## src/rtl/cplx_pkg.sv

```systemverilog
// Package: cplx_pkg
// Shared definitions for the complex add/subtract datapath.
//   cplx_op_e    : operation codes carried on the 2-bit op field
//   op_re_sub()  : 1 when the real component is a subtraction
//   op_im_sub()  : 1 when the imaginary component is a subtraction
package cplx_pkg;

    typedef enum logic [1:0] {
        OP_ADD      = 2'b00,  // A + B
        OP_SUB      = 2'b01,  // A - B
        OP_ADD_CONJ = 2'b10,  // A + conj(B)
        OP_SUB_CONJ = 2'b11   // A - conj(B)
    } cplx_op_e;

    // The real part only depends on add/sub; op[0] selects subtraction.
    function automatic logic op_re_sub(input logic [1:0] op);
        return op[0];
    endfunction

    // Conjugation negates b_im, which flips the im operator relative to re.
    function automatic logic op_im_sub(input logic [1:0] op);
        return op[0] ^ op[1];
    endfunction

endpackage

```

## src/rtl/cplx_addsub_pipe_if.sv

```systemverilog
// Interface: cplx_addsub_pipe_if
// Bundles the input and output handshakes of the complex adder/subtractor.
//   in_valid/in_ready   : input transaction handshake
//   op, a_re/a_im, b_re/b_im : input payload
//   out_valid/out_ready : output handshake
//   out {re,im}, ovf {ovf_re,ovf_im} : output payload
// Handshake rule (both ports): a transfer happens on a rising clock edge
// where valid && ready are both high; nothing else moves data. Payload is
// don't-care while valid is low.
// Modports: master = producer of operands / consumer of results,
//           slave  = the pipeline.
interface cplx_addsub_pipe_if #(
    parameter int W = 32
);
    logic             in_valid;
    logic             in_ready;
    logic [1:0]       op;
    logic [W-1:0]     a_re;
    logic [W-1:0]     a_im;
    logic [W-1:0]     b_re;
    logic [W-1:0]     b_im;
    logic             out_valid;
    logic             out_ready;
    logic [2*W-1:0]   out;
    logic [1:0]       ovf;

    modport master (
        output in_valid, op, a_re, a_im, b_re, b_im, out_ready,
        input  in_ready, out_valid, out, ovf
    );

    modport slave (
        input  in_valid, op, a_re, a_im, b_re, b_im, out_ready,
        output in_ready, out_valid, out, ovf
    );
endinterface

```

## src/rtl/sat_reduce.sv

```systemverilog
// Module: sat_reduce
// Combinational reduction of an exact (W+1)-bit signed sum to W bits.
//   din  in  W+1  exact signed sum
//   dout out W    reduced value (wrapped when SAT=0, clamped when SAT=1)
//   ovf  out 1    sum not representable in W bits
module sat_reduce #(
    parameter int W   = 32,
    parameter bit SAT = 1'b0
) (
    input  logic signed [W:0] din,
    output logic [W-1:0]      dout,
    output logic              ovf
);
    localparam logic [W-1:0] MAX_VAL = {1'b0, {(W-1){1'b1}}};
    localparam logic [W-1:0] MIN_VAL = {1'b1, {(W-1){1'b0}}};

    always_comb begin
        // The extra sign bit disagrees with the W-bit sign bit only when
        // the sum left the W-bit range; din[W] then gives the true sign.
        ovf  = din[W] ^ din[W-1];
        dout = din[W-1:0];
        if (SAT && ovf) begin
            dout = din[W] ? MIN_VAL : MAX_VAL;
        end
    end
endmodule

```

## src/rtl/cplx_addsub_pipe.sv

```systemverilog
// Module: cplx_addsub_pipe
// Two-stage pipelined complex adder/subtractor with ready/valid flow control.
//   S1 holds exact (W+1)-bit component sums, S2 holds the reduced result.
// Ports:
//   clock  in  rising-edge clock
//   reset  in  synchronous, active-high; flushes all in-flight data
//   bus    slave modport of cplx_addsub_pipe_if (handshakes + payload)
// Parameters:
//   W    component width (two's complement)
//   SAT  0: wrap modulo 2^W, 1: saturate
module cplx_addsub_pipe
    import cplx_pkg::*;
#(
    parameter int W   = 32,
    parameter bit SAT = 1'b0
) (
    input  logic                clock,
    input  logic                reset,
    cplx_addsub_pipe_if.slave   bus
);

    logic                s1_v;
    logic signed [W:0]   s1_re;
    logic signed [W:0]   s1_im;
    logic                s2_v;
    logic [2*W-1:0]      s2_out;
    logic [1:0]          s2_ovf;

    logic                s1_adv;
    logic                s2_adv;
    logic                in_xfer;

    logic signed [W:0]   a_re_x;
    logic signed [W:0]   a_im_x;
    logic signed [W:0]   b_re_x;
    logic signed [W:0]   b_im_x;
    logic signed [W:0]   sum_re;
    logic signed [W:0]   sum_im;

    logic [W-1:0]        red_re;
    logic [W-1:0]        red_im;
    logic                ovf_re;
    logic                ovf_im;

    // A stage may load when it is empty or its contents move on this cycle.
    // in_ready is therefore combinational from out_ready (no skid buffer).
    assign s2_adv       = !s2_v || bus.out_ready;
    assign s1_adv       = !s1_v || s2_adv;
    assign in_xfer      = bus.in_valid && s1_adv;
    assign bus.in_ready = s1_adv;

    // One extra bit makes every add/sub exact.
    assign a_re_x = {bus.a_re[W-1], bus.a_re};
    assign a_im_x = {bus.a_im[W-1], bus.a_im};
    assign b_re_x = {bus.b_re[W-1], bus.b_re};
    assign b_im_x = {bus.b_im[W-1], bus.b_im};

    assign sum_re = op_re_sub(bus.op) ? (a_re_x - b_re_x) : (a_re_x + b_re_x);
    assign sum_im = op_im_sub(bus.op) ? (a_im_x - b_im_x) : (a_im_x + b_im_x);

    sat_reduce #(.W(W), .SAT(SAT)) u_red_re (
        .din  (s1_re),
        .dout (red_re),
        .ovf  (ovf_re)
    );

    sat_reduce #(.W(W), .SAT(SAT)) u_red_im (
        .din  (s1_im),
        .dout (red_im),
        .ovf  (ovf_im)
    );

    always_ff @(posedge clock) begin
        if (reset) begin
            s1_v   <= 1'b0;
            s1_re  <= '0;
            s1_im  <= '0;
            s2_v   <= 1'b0;
            s2_out <= '0;
            s2_ovf <= '0;
        end else begin
            if (s1_adv) begin
                s1_v <= bus.in_valid;
                if (in_xfer) begin
                    s1_re <= sum_re;
                    s1_im <= sum_im;
                end
            end
            if (s2_adv) begin
                s2_v <= s1_v;
                // Payload only changes when a real result arrives, so the
                // last result stays visible after a bubble.
                if (s1_v) begin
                    s2_out <= {red_re, red_im};
                    s2_ovf <= {ovf_re, ovf_im};
                end
            end
        end
    end

    assign bus.out_valid = s2_v;
    assign bus.out       = s2_out;
    assign bus.ovf       = s2_ovf;

endmodule

```

## src/flat_wrapper.sv

```systemverilog
// flat-port wrapper written by rule: the top's interface ports become plain ports
module cplx_addsub_pipe_flat import cplx_pkg::*;
#(
    parameter int W   = 32,
    parameter bit SAT = 1'b0
)
  (clock, reset, bus_in_valid, bus_op, bus_a_re, bus_a_im, bus_b_re, bus_b_im, bus_out_ready, bus_in_ready, bus_out_valid, bus_out, bus_ovf);
  cplx_addsub_pipe_if #(.W(W)) bus_i ();
  input  logic clock;
  input  logic reset;
  input wire logic [$bits(bus_i.in_valid)-1:0] bus_in_valid;
  input wire logic [$bits(bus_i.op)-1:0] bus_op;
  input wire logic [$bits(bus_i.a_re)-1:0] bus_a_re;
  input wire logic [$bits(bus_i.a_im)-1:0] bus_a_im;
  input wire logic [$bits(bus_i.b_re)-1:0] bus_b_re;
  input wire logic [$bits(bus_i.b_im)-1:0] bus_b_im;
  input wire logic [$bits(bus_i.out_ready)-1:0] bus_out_ready;
  output wire logic [$bits(bus_i.in_ready)-1:0] bus_in_ready;
  output wire logic [$bits(bus_i.out_valid)-1:0] bus_out_valid;
  output wire logic [$bits(bus_i.out)-1:0] bus_out;
  output wire logic [$bits(bus_i.ovf)-1:0] bus_ovf;
  assign bus_i.in_valid = bus_in_valid;
  assign bus_i.op = bus_op;
  assign bus_i.a_re = bus_a_re;
  assign bus_i.a_im = bus_a_im;
  assign bus_i.b_re = bus_b_re;
  assign bus_i.b_im = bus_b_im;
  assign bus_i.out_ready = bus_out_ready;
  assign bus_in_ready = bus_i.in_ready;
  assign bus_out_valid = bus_i.out_valid;
  assign bus_out = bus_i.out;
  assign bus_ovf = bus_i.ovf;
  cplx_addsub_pipe #(.W(W), .SAT(SAT)) u_core (.clock(clock), .reset(reset), .bus(bus_i));
endmodule
```

## config.mk

```make
export PLATFORM = sky130hd
export DESIGN_NAME = cplx_addsub_pipe_flat
export DESIGN_NICKNAME = d
export VERILOG_FILES = /design/src/rtl/cplx_pkg.sv /design/src/rtl/cplx_addsub_pipe_if.sv /design/src/rtl/sat_reduce.sv /design/src/rtl/cplx_addsub_pipe.sv /design/src/flat_wrapper.sv
export SDC_FILE = /design/constraint.sdc
export NUM_CORES = 1
export LEC_CHECK = 0
export ABC_AREA = 1
export BUFFER_PORTS_ARGS = -buffer_cell sky130_fd_sc_hd__clkbuf_2
export CORE_UTILIZATION = 62
export DETAILED_ROUTE_END_ITERATION = 12
export PLACE_DENSITY_LB_ADDON = 0.25
export SYNTH_ARGS = -nofsm -noshare
export SYNTH_HDL_FRONTEND = slang
export SYNTH_SLANG_ARGS = --single-unit
```

## constraint.sdc

```tcl
create_clock -name clock -period 4.81 [get_ports clock]
set_clock_uncertainty 0.05 [all_clocks]
set_input_delay 0.2405 -clock clock [delete_from_list [all_inputs] [get_ports clock]]
set_output_delay 0.2405 -clock clock [all_outputs]
set_load 0.01 [all_outputs]
```

* Word level (Yosys, flattened, before mapping) *
Index checks and enable logic that the tools add are counted.

storage, ports and cells
  register bits after elaboration = 134
  output and inout bits = 68
  logic and storage cells = 22

operators by class
  add/sub/neg operators = 4
  muxes and demuxes = 2
  bitwise logic cells = 3
  reductions and logical operators = 7

operators by type and width
  kind                          number
  adder 32 x 32 -> 33 bit       2
  2-to-1 mux 33 bit             2
  subtractor 32 x 32 -> 33 bit  2
  AND reduction 2 bit           2
  XOR 1 bit                     3
  logical NOT 1 bit             2
  logical OR 1 bit              2
  logical AND 1 bit             1

* Logic depth before layout (Yosys ltp) *
  depth in word-level cells = 5
  depth in mapped cells = 25
  gate-level depth less buffers = 24

* Hierarchy *
From an unflattened synthesis, not the netlist that was laid out.

unflattened totals
  cells, all modules = 1882
  area, all modules = 11272.1 µm²

by module, submodules not included
  module            times used  cells each  area an instance (µm²)
  cplx_addsub_pipe  1           1808        10754.1
  sat_reduce        2           37          259.0

* Worst setup path before layout *
Ideal clock, no wire load.

  kind = input to register
  start = input bus_b_im[1]
  end = register u_core.s1_im[28]
  library setup time = 0.117 ns
  data arrival time = 2.620 ns
  slack = 2.023 ns
  cell stages on the path = 20
  buffers on the path = 0
  path through = inv_1 -> ha_1 -> nand3_1 -> nor2_1 -> inv_1 -> o21ai_1 -> nand2_2 -> nor2_4 -> o21ai_1 -> xor2_1 -> ha_1 -> nand2_1 -> nor2_1 -> nand2_1 -> nor4_1 -> nand2_1 -> nand3_1 -> nand2_1 -> nor2_1 -> nor2_1

between the ends
  word-level cells in the longest chain between the ends = 2
  elaborated cells on any way between the ends = 3
  those cells by class = add/sub (2); mux (1)

RTL lines
  what                                                                            RTL line                source
  start, declared                                                                 flat_wrapper.sv:16      input wire logic [$bits(bus_i.b_im)-1:0] bus_b_im;
  adder 32 x 32 -> 33 bit / subtractor 32 x 32 -> 33 bit (equally long branches)  cplx_addsub_pipe.sv:59  assign sum_im = op_im_sub(bus.op) ? (a_im_x - b_im_x) : (a_im_x + b_im_x);
  2-to-1 mux 33 bit (*)                                                           cplx_addsub_pipe.sv:59
  end signal, assigned                                                            cplx_addsub_pipe.sv:86  s1_im <= sum_im;
  end, declared                                                                   cplx_addsub_pipe.sv:24  logic signed [W:0] s1_im;

Mark *: on every way between the ends. The rest lies on a longest branch, timed or not.
A chain may end at the register's enable or synchronous reset.

* Worst setup path after layout *
  start = input bus_op[0]
  end = register u_core.s1_im[17]

between the ends
  word-level cells in the longest chain between the ends = 2

RTL lines
  what               RTL line                source
  start, declared    flat_wrapper.sv:12      input wire logic [$bits(bus_i.op)-1:0] bus_op;
  XOR 1 bit          cplx_pkg.sv:22          return op[0] ^ op[1];
  2-to-1 mux 33 bit  cplx_addsub_pipe.sv:59

Every way passes these cells.

==> run metrics <==
Avg Inst Size Synth 5.81 µm²; Register-to-Register Setup Slack 2100 ps; share of the synthesized area in the top cell type 23.9%; number of global-route vias before repair 11900; number of I/O pins 202; reg-to-reg startpoint u_core.s1_v; end point of the critical path u_core.s1_im[17]; Starting Density 64.3%; sw frac 40.3%; core region area 17500 µm²; clock insertion delay at the later pin of the skew report 430 ps; Setup CP Type input port to flip-flop; kind of start point of the critical path input port; worst-case headroom to the max-slew limit 36.1%; max frequency 294 MHz; number of distinct library cells after synthesis 38; number of synthesized flops with an enable pin 0; Chip Width 137 µm; maximum net fanout on the critical path 21; Post-Route Setup TNS 0 ps; Die Outline Area 18700 µm²; number of setup violations in the final report 0; WL final 38000 µm; global route total overflow 0; DRC Markers 0; worst reg-to-reg path cell count 9; kind of end point of the critical path flip-flop; number of port buffers 201; CTS HTree Levels 4; number of vias in the routed layout 13200; Min-Delay Path Class input port to flip-flop; clock tree from TritonCTS built; number of synthesized register bits 134; Pre-Repair DR Iteration Count 7; power spent charging and discharging nets 1700 µW; largest area contributor in the synthesized netlist sky130_fd_sc_hd__dfxtp_1; share of synthesized area occupied by flip-flops and latches 23.9%; first-pass GRT wire length 59100 µm; GPL Wtd Cong 0.970; library cell used as clock root buffer sky130_fd_sc_hd__clkbuf_16; Layout Area Growth over Synthesis 15.6%; fraction of registers with async set/reset 0%; clock network power share 33.2%; First DRT Iteration DRCs 1690; post-synthesis net count 2138; global router's overall resource usage 40.7%; Combinational Power Share 36.3%; setup repair after global routing missed its margin no; slew of the pin with the lowest slew margin 957 ps; Routed wire per std cell 16.2 µm; RR Endpoint u_core.s1_re[9]; num rows 48; post_cts resized 0; maximum number of pins on one net before global-route repair 78; largest cells by area after synthesis sky130_fd_sc_hd__dfxtp_1 (24%), sky130_fd_sc_hd__nand2_1 (17%), sky130_fd_sc_hd__inv_1 (11%); static leakage 0.00746 µW; dominant synthesized flop cell sky130_fd_sc_hd__dfxtp_1; required time at the worst-slack endpoint 5080 ps; antenna diode instance count 0; cts-stage hold buffer count 0; post-synthesis instance total 1936; sequential group share of total power 30.5%; final layout net count 2315; DP Wirelength 26900 µm; Final min period 3410 ps; Max IR drop VDD 0.419 mV; Pwr per Cell Area 325 nW/µm²; final worst-path cycle share 70.8%; clock edge transition at the registers on the reported setup and hold paths 70 ps; fin. max-slew vios 0; Detail Route Antenna Nets 0; tightest hold margin 160 ps; Inserted Clock Buffers 17; layout cells sized above 1 12.0%; max-cap violation count 0; number of clock sinks 134; cell-internal power 2520 µW; post-synthesis cell area 11200 µm²; vias per inst 5.61; clock tree buffer depth 2; buffer count from post-CTS setup fixing 0; vertical die dimension 137 µm; number of antenna violations at the first check in global routing 0; synth warn 0; Hold Vio Cnt, Final 0; data arrival at the endpoint of the critical path 3670 ps; outcome finished clean; Critical Path Source bus_op[0]
## final cells by class
cell class                      instances  area [µm²]
Timing Repair Buffer                  207        1050
Inverter                              339        1270
Clock buffer                           17         425
Fill cell                            1417        4480
Multi-Input combinational cell       1414        7080
Tap cell                              225         282
Clock inverter                         15         201
Sequential cell                       134        2680
## layer usage
layer / GRT usage (%) / wire, µm / vias up
li1: - / - / 6384
met1: 57.1 / 16800 / 5753
met2: 59.4 / 15600 / 921
met3: 9.96 / 4530 / 134
met4: 15.2 / 1170 / 0
met5: 0.833 / 0 / -
## power groups by stage
stage | Clock, µW | Sequential (µW) | Combinational, µW
after global routing | 1440 | 1290 | 1690
after global placement | 0 | 1290 | 1400
after floorplan | 0 | 1300 | 988
final | 1400 | 1290 | 1530
after detailed placement | 0 | 1290 | 1430
after CTS | 1380 | 1280 | 1480
## worst max-delay path, stage by stage
cell and delay [ps]:
sky130_fd_sc_hd__clkbuf_2 240, sky130_fd_sc_hd__inv_2 330, sky130_fd_sc_hd__or2_4 190, sky130_fd_sc_hd__nand2_4 110, sky130_fd_sc_hd__inv_2 340, sky130_fd_sc_hd__nand2_1 160
sky130_fd_sc_hd__o21ai_0 150, sky130_fd_sc_hd__xnor2_1 170, sky130_fd_sc_hd__ha_1 330, sky130_fd_sc_hd__nand2_1 90, sky130_fd_sc_hd__nand2_1 90, sky130_fd_sc_hd__nand2_1 80
sky130_fd_sc_hd__nand3_1 160, sky130_fd_sc_hd__o21ai_0 240, sky130_fd_sc_hd__nand3_1 170, sky130_fd_sc_hd__nand2_1 110, sky130_fd_sc_hd__nand2_1 70, sky130_fd_sc_hd__o21ai_0 270
sky130_fd_sc_hd__inv_1 90
## worst min-delay path by stage
stage,startpoint,to,slack (ps),cells past startpoint
3_5_place_dp,u_core.s1_im[12],u_core.bus.out[12],400,2
3_3_place_gp,u_core.s1_im[17],u_core.bus.out[17],390,2
5_1_grt,bus_out_ready,u_core.bus.out_valid,190,4
2_1_floorplan,u_core.s1_im[10],u_core.bus.out[10],380,2
4_1_cts,bus_out_ready,u_core.bus.out_valid,160,4
6_report,bus_a_im[0],u_core.s1_im[0],160,4
## cells in the mapped netlist, drive strengths merged, types with 10 or more instances
master    n
o21bai   11
nor3     25
buf      15
inv     339
nor2    302
xor2     70
nand2   504
clkbuf   34
xnor2    16
nand3   135
a21oi   119
ha       66
o21ai   120
nand4    10
dfxtp   134
## stage by stage
stage               std cells  setup slack [ps]  instance area [µm²]  power, µW  utilization (%)
floorplan                1936              2020                11200       2290                -
detailed placement       2319              1120                12400       2720             70.8
global route             2351              1130                13000       4420             74.4
CTS                      2351              1550                13000       4140             74.4
finish                   2351              1400                13000       4220             74.4
global placement         2319              1150                12400       2690             70.8
## cell usage in the layout (no fill, tap or decap), drive strengths merged, types with 9 or more instances in the layout
cell type / synthesis / layout
nand2: 504 / 504
inv: 339 / 350
nor2: 302 / 302
clkbuf: 34 / 218
nand3: 135 / 135
dfxtp: 134 / 134
o21ai: 120 / 120
a21oi: 119 / 119
xor2: 70 / 70
ha: 66 / 66
nor3: 25 / 25
xnor2: 16 / 16
o21bai: 11 / 11
nand4: 10 / 10
nor4: 9 / 9
## cells by family after synthesis
family          count (synthesis)  synth area share (%)
simple gates                  993                  36.0
buf+inv                       388                  13.1
compound gates                267                  12.6
flops                         134                  23.9
xor+xnor                       86                  6.70
fa+ha+maj                      68                  7.70
## flip-flops by register name, indices dropped and copies added (netlist names)
name	flops
u_core.bus.ovf	2
u_core.bus.out	64
u_core.s1_v	1
u_core.bus.out_valid	1
u_core.s1_im	33
u_core.s1_re	33
No activity file was read; power rests on OpenSTA's default activity.
